==> config.mk <==
export PLATFORM = sky130hd
export DESIGN_NAME = stream_fifo
export DESIGN_NICKNAME = d
export VERILOG_FILES = /design/src/rtl/stream_fifo_pkg.sv /design/src/rtl/fifo_mem.sv /design/src/rtl/stream_fifo.sv
export SDC_FILE = /design/constraint.sdc
export NUM_CORES = 1
export LEC_CHECK = 0
export ABC_AREA = 1
export ABC_CLOCK_PERIOD_IN_PS = 2800
export CAP_MARGIN = 25
export CORE_MARGIN = 2
export CORE_UTILIZATION = 55
export CTS_BUF_LIST = sky130_fd_sc_hd__clkbuf_8
export DETAILED_ROUTE_END_ITERATION = 10
export DONT_BUFFER_PORTS = 1
export PLACE_DENSITY = 0.7
export RECOVER_POWER = 25
export SYNTH_ARGS = -nofsm -noshare
export SYNTH_HDL_FRONTEND = slang
export SYNTH_HIERARCHICAL = 1
export SYNTH_SLANG_ARGS = --single-unit
==> constraint.sdc <==
create_clock -name clk -period 2.8 [get_ports clk]
set_input_delay 0.56 -clock clk [delete_from_list [all_inputs] [get_ports clk]]
set_output_delay 0.56 -clock clk [all_outputs]
set_load 0.02 [all_outputs]
==> src/rtl/stream_fifo_pkg.sv <==
// Shared constants and helpers for the stream FIFO slice.
package stream_fifo_pkg;

  localparam int unsigned DEF_DATA_W = 16;
  localparam int unsigned DEF_DEPTH  = 8;

  // Ceiling log2; returns 0 for v <= 1.
  function automatic int unsigned clog2(input int unsigned v);
    int unsigned r;
    r = 0;
    for (int i = 0; i < 32; i++) begin
      if ((64'(1) << i) < 64'(v)) r = 32'(i + 1);
    end
    return r;
  endfunction

endpackage

==> src/rtl/fifo_mem.sv <==
// Storage array: one synchronous write port, one asynchronous read port.
module fifo_mem
  import stream_fifo_pkg::*;
#(
  parameter int unsigned DATA_W = DEF_DATA_W,
  parameter int unsigned DEPTH  = DEF_DEPTH,
  localparam int unsigned AW    = clog2(DEPTH)
) (
  input  logic              clk,
  input  logic              we,
  input  logic [AW-1:0]     waddr,
  input  logic [DATA_W-1:0] wdata,
  input  logic [AW-1:0]     raddr,
  output logic [DATA_W-1:0] rdata
);

  logic [DATA_W-1:0] mem_q [DEPTH];

  // Write port; contents are intentionally never reset.
  always_ff @(posedge clk) begin
    if (we) mem_q[waddr] <= wdata;
  end

  assign rdata = mem_q[raddr];

endmodule

==> src/rtl/stream_fifo.sv <==
// First-word-fall-through stream FIFO with count, threshold flags and sticky overflow.
module stream_fifo
  import stream_fifo_pkg::*;
#(
  parameter int unsigned DATA_W = DEF_DATA_W,
  parameter int unsigned DEPTH  = DEF_DEPTH,
  parameter int unsigned AF_LVL = 6,
  parameter int unsigned AE_LVL = 2,
  localparam int unsigned CNT_W = clog2(DEPTH + 1)
) (
  input  logic              clk,
  input  logic              rst,
  input  logic              in_valid,
  input  logic [DATA_W-1:0] in_data,
  output logic              in_ready,
  output logic              out_valid,
  output logic [DATA_W-1:0] out_data,
  input  logic              out_ready,
  output logic [CNT_W-1:0]  count,
  output logic              almost_full,
  output logic              almost_empty,
  output logic              overflow,
  input  logic              clr_flags
);

  localparam int unsigned AW = clog2(DEPTH);

  logic [AW:0]      wr_ptr_q, wr_ptr_d;
  logic [AW:0]      rd_ptr_q, rd_ptr_d;
  logic [CNT_W-1:0] count_q, count_d;
  logic             overflow_q, overflow_d;
  logic             full_c, empty_c, wr_en_c, rd_en_c;

  // Occupancy decode from the wrap-bit pointers.
  always_comb begin
    full_c  = (wr_ptr_q[AW] != rd_ptr_q[AW]) && (wr_ptr_q[AW-1:0] == rd_ptr_q[AW-1:0]);
    empty_c = (wr_ptr_q == rd_ptr_q);
    wr_en_c = in_valid && !full_c;
    rd_en_c = out_ready && !empty_c;
  end

  // Next-state for pointers, count and sticky overflow.
  always_comb begin
    wr_ptr_d   = wr_ptr_q;
    rd_ptr_d   = rd_ptr_q;
    count_d    = count_q;
    overflow_d = overflow_q;
    if (wr_en_c) wr_ptr_d = wr_ptr_q + (AW+1)'(1);
    if (rd_en_c) rd_ptr_d = rd_ptr_q + (AW+1)'(1);
    case ({wr_en_c, rd_en_c})
      2'b10:   count_d = count_q + CNT_W'(1);
      2'b01:   count_d = count_q - CNT_W'(1);
      default: count_d = count_q;
    endcase
    if (clr_flags) overflow_d = 1'b0;
    if (in_valid && full_c) overflow_d = 1'b1;
  end

  // State registers with synchronous reset taking priority.
  always_ff @(posedge clk) begin
    if (rst) begin
      wr_ptr_q   <= '0;
      rd_ptr_q   <= '0;
      count_q    <= '0;
      overflow_q <= 1'b0;
    end else begin
      wr_ptr_q   <= wr_ptr_d;
      rd_ptr_q   <= rd_ptr_d;
      count_q    <= count_d;
      overflow_q <= overflow_d;
    end
  end

  fifo_mem #(
    .DATA_W (DATA_W),
    .DEPTH  (DEPTH)
  ) u_mem (
    .clk   (clk),
    .we    (wr_en_c),
    .waddr (wr_ptr_q[AW-1:0]),
    .wdata (in_data),
    .raddr (rd_ptr_q[AW-1:0]),
    .rdata (out_data)
  );

  assign in_ready     = !full_c;
  assign out_valid    = !empty_c;
  assign count        = count_q;
  assign almost_full  = (count_q >= CNT_W'(AF_LVL));
  assign almost_empty = (count_q <= CNT_W'(AE_LVL));
  assign overflow     = overflow_q;

endmodule

Word-level counts from Yosys, hierarchy flattened:

Memories as Yosys holds them, arrays and structs flattened. A register that Yosys moved wholly into a read port is not among the register bits.
Cells that the tools add are included.

* flip-flop bits (word level): 13
* latch bits: 0
* bits in writable memories: 128
* memory bits (read-only): 0
* bits of input ports: 21
* output and inout bits: 25
* word-level logic and storage cells: 31
* memories kept: 1

Memory list
* u_mem.mem_q: depth 8, bits a word 16, rd ports 1, clocked after Yosys merged registers in 1, wr ports 1, line fifo_mem.sv:17 `logic [DATA_W-1:0] mem_q [DEPTH];`

* $add $sub $neg: 4
* multiply operators: 0
* divide/modulo/power cells: 0
* $lt $le $gt $ge: 2
* equality and inequality tests: 5
* shift-type cells: 0
* mux-type cells: 7
* bitwise operators: 0
* reduce and logical (&&, ||, !) cells: 8

Operators by type and width (count)
* $add 4x1->4 const B: 3
* $pmux 4 s2: 1
* $mux 3: 2
* $eq 4x4->1: 1
* $ge 4x3->1 const B: 1
* $le 4x2->1 const B: 1
* $logic_and 1x1->1: 4
* $mux 1: 4
* $reduce_bool 2->1: 2
* $sub 4x1->4 const B: 1
* $eq 3x3->1: 1
* $eq 2x1->1 const B: 1
* $eq 2x2->1 const B: 1
* $logic_not 1->1: 2
* $ne 1x1->1: 1

Depth between registers and ports, before layout:

Gate-level depths: netlist (run 1).

* depth after elaboration: 6
* gate-level depth with buffers: 15
* gate-level depth less buffers: 15

Hierarchy:

The synthesis (run 1) kept the hierarchy.

By module, submodules not included
* fifo_mem: instances 1, cells each 571, area an instance 5669.2 µm², sequential area each 3843.7 µm²
* stream_fifo: instances 1, cells each 115, area an instance 845.8 µm², sequential area each 260.2 µm²

Worst setup path before layout (run 1):

No wires, ideal clock.

* path type: reg-to-reg
* start point: register wr_ptr_q[1]
* end point: memory u_mem/mem_q[1][0] in the netlist's numbering, enable pin
* library setup time: 0.388 ns
* data arrival time: 1.768 ns
* required time: 2.412 ns
* path slack: 0.644 ns
* stages on the path, launching flop included: 9
* path buffers: 0
* period minus slack after synthesis: 2.156 ns
* cells stage by stage: dfxtp_1 inv_1 nand2_1 nand2_1 nand4_4 nand2_4 inv_2 nand2_1 nor2_1

* longest elaborated chain between the ends: 6

Ends and longest elaborated chain
* from (decl): line stream_fifo.sv:28 `logic [AW:0] wr_ptr_q, wr_ptr_d;`
* from (signal assigned): line stream_fifo.sv:67 `wr_ptr_q <= wr_ptr_d;`
* $eq 3x3->1: line stream_fifo.sv:36 `full_c = (wr_ptr_q[AW] != rd_ptr_q[AW]) && (wr_ptr_q[AW-1:0] == rd_ptr_q[AW-1:0]);`
* $logic_and 1x1->1: line stream_fifo.sv:36
* $logic_not 1->1
* named net in_ready: line stream_fifo.sv:15 `output logic in_ready,`
* $logic_and 1x1->1: line stream_fifo.sv:38 `wr_en_c = in_valid && !full_c;`
* named net wr_en_c: line stream_fifo.sv:32 `logic full_c, empty_c, wr_en_c, rd_en_c;`
* $mux 1: line fifo_mem.sv:21 `if (we) mem_q[waddr] <= wdata;`
* $mux 1 (implied by the code): line fifo_mem.sv:21
* to (decl): line fifo_mem.sv:17

The timed path passes the listed nets, and every way through them passes these cells.

==> results of run 1 <==
## cell type report
class | count | area [um^2] | share of cell area [%]
clock buffers | 17 | 234.0 | 3.263
clock inverters | 15 | 220.2 | 3.071
inverters | 154 | 581.8 | 8.114
multi-input cells | 367 | 1660 | 23.15
flip-flops and latches | 141 | 4105 | 57.25
well taps | 143 | 178.9 | 2.495
repair buffers | 22 | 190.2 | 2.652
## per-layer routing
metal / part of all wire, % / GRT usage (%) / up-vias
met3: 8.0 / 6.481 / 23
met5: 0 / 0 / -
met2: 50 / 37.05 / 150
li1: - / - / 2162
met1: 39 / 26.23 / 1945
met4: 2.4 / 12.03 / 0
## power groups by stage
| stage | logic [W] | clock network (W) | registers [W] |
|---|---|---|---|
| after global routing | 0.000842 | 0.00196 | 0.00242 |
| final | 0.000747 | 0.00183 | 0.00241 |
| after global placement | 0.000723 | 0 | 0.00246 |
| after CTS | 0.000744 | 0.00186 | 0.00241 |
| after detailed placement | 0.000742 | 0 | 0.00246 |
| after floorplan | 0.000615 | 0 | 0.00245 |
## through the flow
| stage | area [um^2] | hold slack (ns) | std cells | worst slack (ns) |
|---|---|---|---|---|
| 2_1_floorplan | 6515 | 0.4521 | 686 | 0.6440 |
| 3_3_place_gp | 6698 | 0.4658 | 825 | 0.5817 |
| 3_5_place_dp | 6698 | 0.4754 | 825 | 0.4555 |
| 4_1_cts | 7152 | 0.1399 | 857 | 0.04614 |
| 5_1_grt | 7171 | 0.1373 | 859 | 0.1452 |
| 6_report | 7171 | 0.1657 | 859 | 0.3070 |
## state kept, by name, indices dropped and copies added, names as in the netlist
name         count
u_mem/mem_q    128
wr_ptr_q         4
overflow         1
rd_ptr_q         4
count            4
## Yosys cell counts (all sizes together)
cell,n
edfxtp,128
o21ai,4
xnor2,3
nand3,73
nand2,241
dfxtp,13
ha,5
xor2,4
clkbuf,1
nand4,2
a21oi,10
nand3b,2
fa,1
nor2,22
buf,23
inv,154
## worst max-delay path, cell delays in order (launching register included)
cell	delay (ns)
dfxtp_2	0.36
buf_4	0.29
inv_2	0.08
buf_12	0.21
nand2_1	0.09
nand3_1	0.09
nand2_1	0.09
nand2_1	0.05
nand2_1	0.20
## timing repair
item	in CTS	in global routing
setup endpoints to repair	0	7
buffers inserted	0	2
gates resized for setup	0	1
## final timing paths
path         slack [ns]  cells after the start          end
max                0.31                      8  out_data[2]
min reg2reg        0.48                      2  wr_ptr_q[3]
min                0.17                      1  rd_ptr_q[2]
max reg2reg        0.39                     14     count[3]
## kinds of logic after synthesis
logic type | count (synthesis) | share of synthesized area [%]
buffers and inverters | 178 | 11.52
AOI/OAI and AO/OA | 14 | 1.248
and+or+nand+nor | 340 | 22.03
DFF | 141 | 62.99
xor gates and xnor gates | 7 | 0.9411
adders and majority gates | 6 | 1.268
==> flow_summary.json, run 1 <==
{
  "yosysTopAreaCell": "edfxtp_1",
  "synth-seq-cells": 141,
  "drt_iter0_drc": 322,
  "wl_per_cell_um": 15.26,
  "hold_start": "rst",
  "synth_area_per_cell_um2": 9.497,
  "cp.required_ns": 2.24,
  "antenna_found_initial": 0,
  "outcome": "completed",
  "dr.pass1.iters": 4,
  "cp-start-kind": "flop",
  "detail_route.vias_per_cell": 4.983,
  "fmax_mhz": 401.1,
  "p_switching_w": 0.001349,
  "arrival_ns": 1.93,
  "fillers": 908,
  "syn-num-nets": 713,
  "reg2reg_from": "wr_ptr_q[0]",
  "final_layout_size_suffix_gt1_share_pct": 9.637,
  "endpoint_kind": "output port",
  "switching_share_pct": 27.06,
  "seqPwrFrac_pct": 48.4,
  "grt_remaining_overflow": 0,
  "criticalPathCategory": "reg -> out",
  "ir_worst_vdd_uv": 418.2,
  "cap_viol_max_count": 0,
  "p_clk_share_pct": 36.6,
  "cts_made_buffers": 17,
  "max-clock-path-buffers": 2,
  "setup_viol": 0,
  "p_leak_nw": 3.272,
  "netlist_area_mm2": 0.006515,
  "period_share_pct": 89.04,
  "ant_nets": 0,
  "syn_inst": 686,
  "vias": 4280,
  "place_hpwl_mm": 8.060,
  "yosysWarningCount": 6,
  "clkTransAtPathRegs_ns": 0.08,
  "ys_types": 24,
  "finalPower_w": 0.004985,
  "num_antenna_cells": 0,
  "critPathMaxFanout": 64,
  "globalplace.congestion": 0.8524,
  "fp.coreArea_mm2": 0.01147,
  "grt_max_degree": 65,
  "yosysSeqAreaShare_pct": 62.99,
  "grt_pass1_vias": 4371,
  "totalWireLength_mm": 13.11,
  "fin_util_pct": 62.53,
  "power.density_mw_per_mm2": 695.2,
  "relSlewSlack_pct": 56.29,
  "synth_top_area_share_pct": 59.00,
  "finClkSkew_ns": 0.008745,
  "pin_count": 46,
  "h-tree-depth": 4,
  "crit_start": "rd_ptr_q[0]",
  "hold_violations": 0,
  "syn_to_final_growth_pct": 10.06,
  "tns_ns": 0,
  "cts-root-buf": "clkbuf_8",
  "portBuffers": 0,
  "start_util_pct": 56.81,
  "p_comb_share_pct": 15.0,
  "cts_hold_buf": 0,
  "die-area_mm2": 0.01273,
  "cts_sinks": 141,
  "fin_crit_ns": 2.493,
  "fp-row-count": 39,
  "rsz0062_at_grt": "no",
  "grt_usage_pct": 22.29,
  "final_cell_mix": "236 x nand2_1, 148 x inv_1, 128 x edfxtp_1",
  "worstSkewPairLatency_ns": 0.45,
  "grt_pass1_wl_mm": 21.40,
  "internal-power_w": 0.003636,
  "synth_area_leaders": "edfxtp_1 59%, nand2_1 14%, inv_1 8.6%, nand3_1 5.6%, dfxtp_1 4.0%",
  "die_x_um": 112.8,
  "die_y_um": 112.8,
  "fin_nets": 730,
  "holdCritPathClass": "in -> reg",
  "drc": 0,
  "cts_tree": "done",
  "maxSlewViolCount": 0,
  "tightest_slew_ns": 0.6549,
  "final_common_cell": "nand2_1"
}
No activity file was read; power rests on OpenSTA's default activity.
==> run 2: changes to the inputs <==
Settings changed: ABC_CLOCK_PERIOD_IN_PS 2800 to unset.
Clock period 2.8 ns to 2.4 ns, I/O delays scaled along.
==> flow_summary.json, run 2 (same netlist as run 1, synthesis figures left out) <==
{
  "outcome": "completed",
  "cts-root-buf": "clkbuf_8",
  "seqPwrFrac_pct": 51.9,
  "wl_per_cell_um": 15.02,
  "finClkSkew_ns": 0.008163,
  "h-tree-depth": 4,
  "ant_nets": 0,
  "p_switching_w": 0.001505,
  "register_area_mm2": 0.004109,
  "tightest_slew_ns": 0.3774,
  "max-clock-path-buffers": 2,
  "cts_sinks": 141,
  "num_antenna_cells": 0,
  "grt_usage_pct": 21.42,
  "grt_remaining_overflow": 0,
  "cts_tree": "done",
  "rsz0062_at_grt": "no",
  "final_common_cell": "nand2_1",
  "fp-row-count": 39,
  "dr.pass1.iters": 5,
  "criticalPathCategory": "reg -> out",
  "tns_ns": 0,
  "fillers": 909,
  "p_clk_share_pct": 31.3,
  "vias": 4323,
  "endpoint_kind": "output port",
  "grt_max_degree": 55,
  "largest_reg_flops": 128,
  "p_leak_nw": 3.284,
  "cp_cell_sequence": "buf_6 -> inv_4 -> clkbuf_16 -> nand2_1 -> nand3_1 -> nand2_1 -> nand2_1 -> nand2_1",
  "maxSlewViolCount": 0,
  "cts_hold_buf": 0,
  "period_share_pct": 95.24,
  "place_area_mm2": 0.006690,
  "drt_iter0_drc": 353,
  "internal-power_w": 0.003918,
  "cap_viol_max_count": 0,
  "cp-start-kind": "flop",
  "drc": 0,
  "holdCritPathClass": "in -> reg",
  "detail_route.vias_per_cell": 5.033,
  "cp_slowest_cell": "dfxtp_2",
  "arrival_ns": 1.81,
  "cp_common_cell": "nand2_1",
  "hold_violations": 0,
  "place_hpwl_mm": 7.582,
  "critPathMaxFanout": 25,
  "fp.coreArea_mm2": 0.01147,
  "worstSkewPairLatency_ns": 0.43,
  "fin_crit_ns": 2.286,
  "p_comb_share_pct": 16.8,
  "critPathMaxStageDelay_ns": 0.34,
  "fin_nets": 730,
  "largest-register": "u_mem/mem_q",
  "die_y_um": 112.8,
  "clkTransAtPathRegs_ns": 0.07,
  "cts_made_buffers": 17,
  "portBuffers": 0,
  "fmax_mhz": 437.5,
  "multiInputGateArea_mm2": 0.001670,
  "critPathBufInv": 3,
  "ir_worst_vdd_uv": 430.4,
  "totalWireLength_mm": 12.90,
  "cp.required_ns": 1.92,
  "syn_to_final_growth_pct": 9.795,
  "pin_count": 46,
  "switching_share_pct": 27.75,
  "globalplace.congestion": 0.8131,
  "final_layout_size_suffix_gt1_share_pct": 9.916,
  "relSlewSlack_pct": 74.75,
  "finalPower_w": 0.005422,
  "power.density_mw_per_mm2": 758.0,
  "setup_viol": 0,
  "fin_util_pct": 62.38,
  "grt_pass1_vias": 4252,
  "critical_path.top_delay_family": "buffers and inverters",
  "grt_pass1_wl_mm": 20.64,
  "start_util_pct": 56.81,
  "final_cell_mix": "232 x nand2_1, 153 x inv_1, 128 x edfxtp_1",
  "antenna_found_initial": 0,
  "die_x_um": 112.8,
  "design_area_mm2": 0.007153,
  "die-area_mm2": 0.01273
}
## run 2: path summary, 6_finish.rpt
| check | startpoint | to | slack [ns] | cells past startpoint |
|---|---|---|---|---|
| setup / recovery | rd_ptr_q[0] | out_data[12] | 0.11 | 8 |
| setup reg to reg | wr_ptr_q[2] | count[3] | 0.24 | 14 |
| hold reg to reg | rd_ptr_q[3] | rd_ptr_q[3] | 0.49 | 2 |
| hold / removal | rst | rd_ptr_q[3] | 0.1 | 1 |
## run 2: cell type report
| type | count | share of cell area (%) |
|---|---|---|
| timing repair buffer | 22 | 3.638 |
| tap | 143 | 2.501 |
| clock inverter | 15 | 1.627 |
| multi-input combinational | 367 | 23.35 |
| inverter | 154 | 8.169 |
| sequential | 141 | 57.44 |
| clock buffer | 17 | 3.271 |
## run 2: metal layers
| layer | track usage [%] | share of wire, % |
|---|---|---|
| met1 | 26.57 | 43 |
| met2 | 34.85 | 48 |
| met3 | 5.838 | 6.9 |
| met4 | 10.65 | 2.4 |
| met5 | 0 | 0 |
## run 2: what timing repair did
action,4_1_cts,5_1_grt
setup buffers,2,0
gates resized for setup,11,7
endpoints found under the setup margin,16,17
cloned,0,1
## run 2: per-stage QoR
step	std cells	hold slack [ns]	worst slack, ns
floorplan	686	0.4521	0.2440
global placement	824	0.4611	0.2184
detailed placement	824	0.4818	0.1354
CTS	858	0.06931	0.01718
global route	859	0.06946	0.01214
finish	859	0.09757	0.1141
## run 2: power groups by stage
| stage | Sequential, W | Combinational [W] | Clock [W] |
|---|---|---|---|
| 6_report | 0.00281 | 0.000909 | 0.00170 |
| 3_5_place_dp | 0.00287 | 0.000859 | 0 |
| 5_1_grt | 0.00282 | 0.00101 | 0.00184 |
| 2_1_floorplan | 0.00286 | 0.000717 | 0 |
| 3_3_place_gp | 0.00286 | 0.000837 | 0 |
| 4_1_cts | 0.00281 | 0.000888 | 0.00173 |
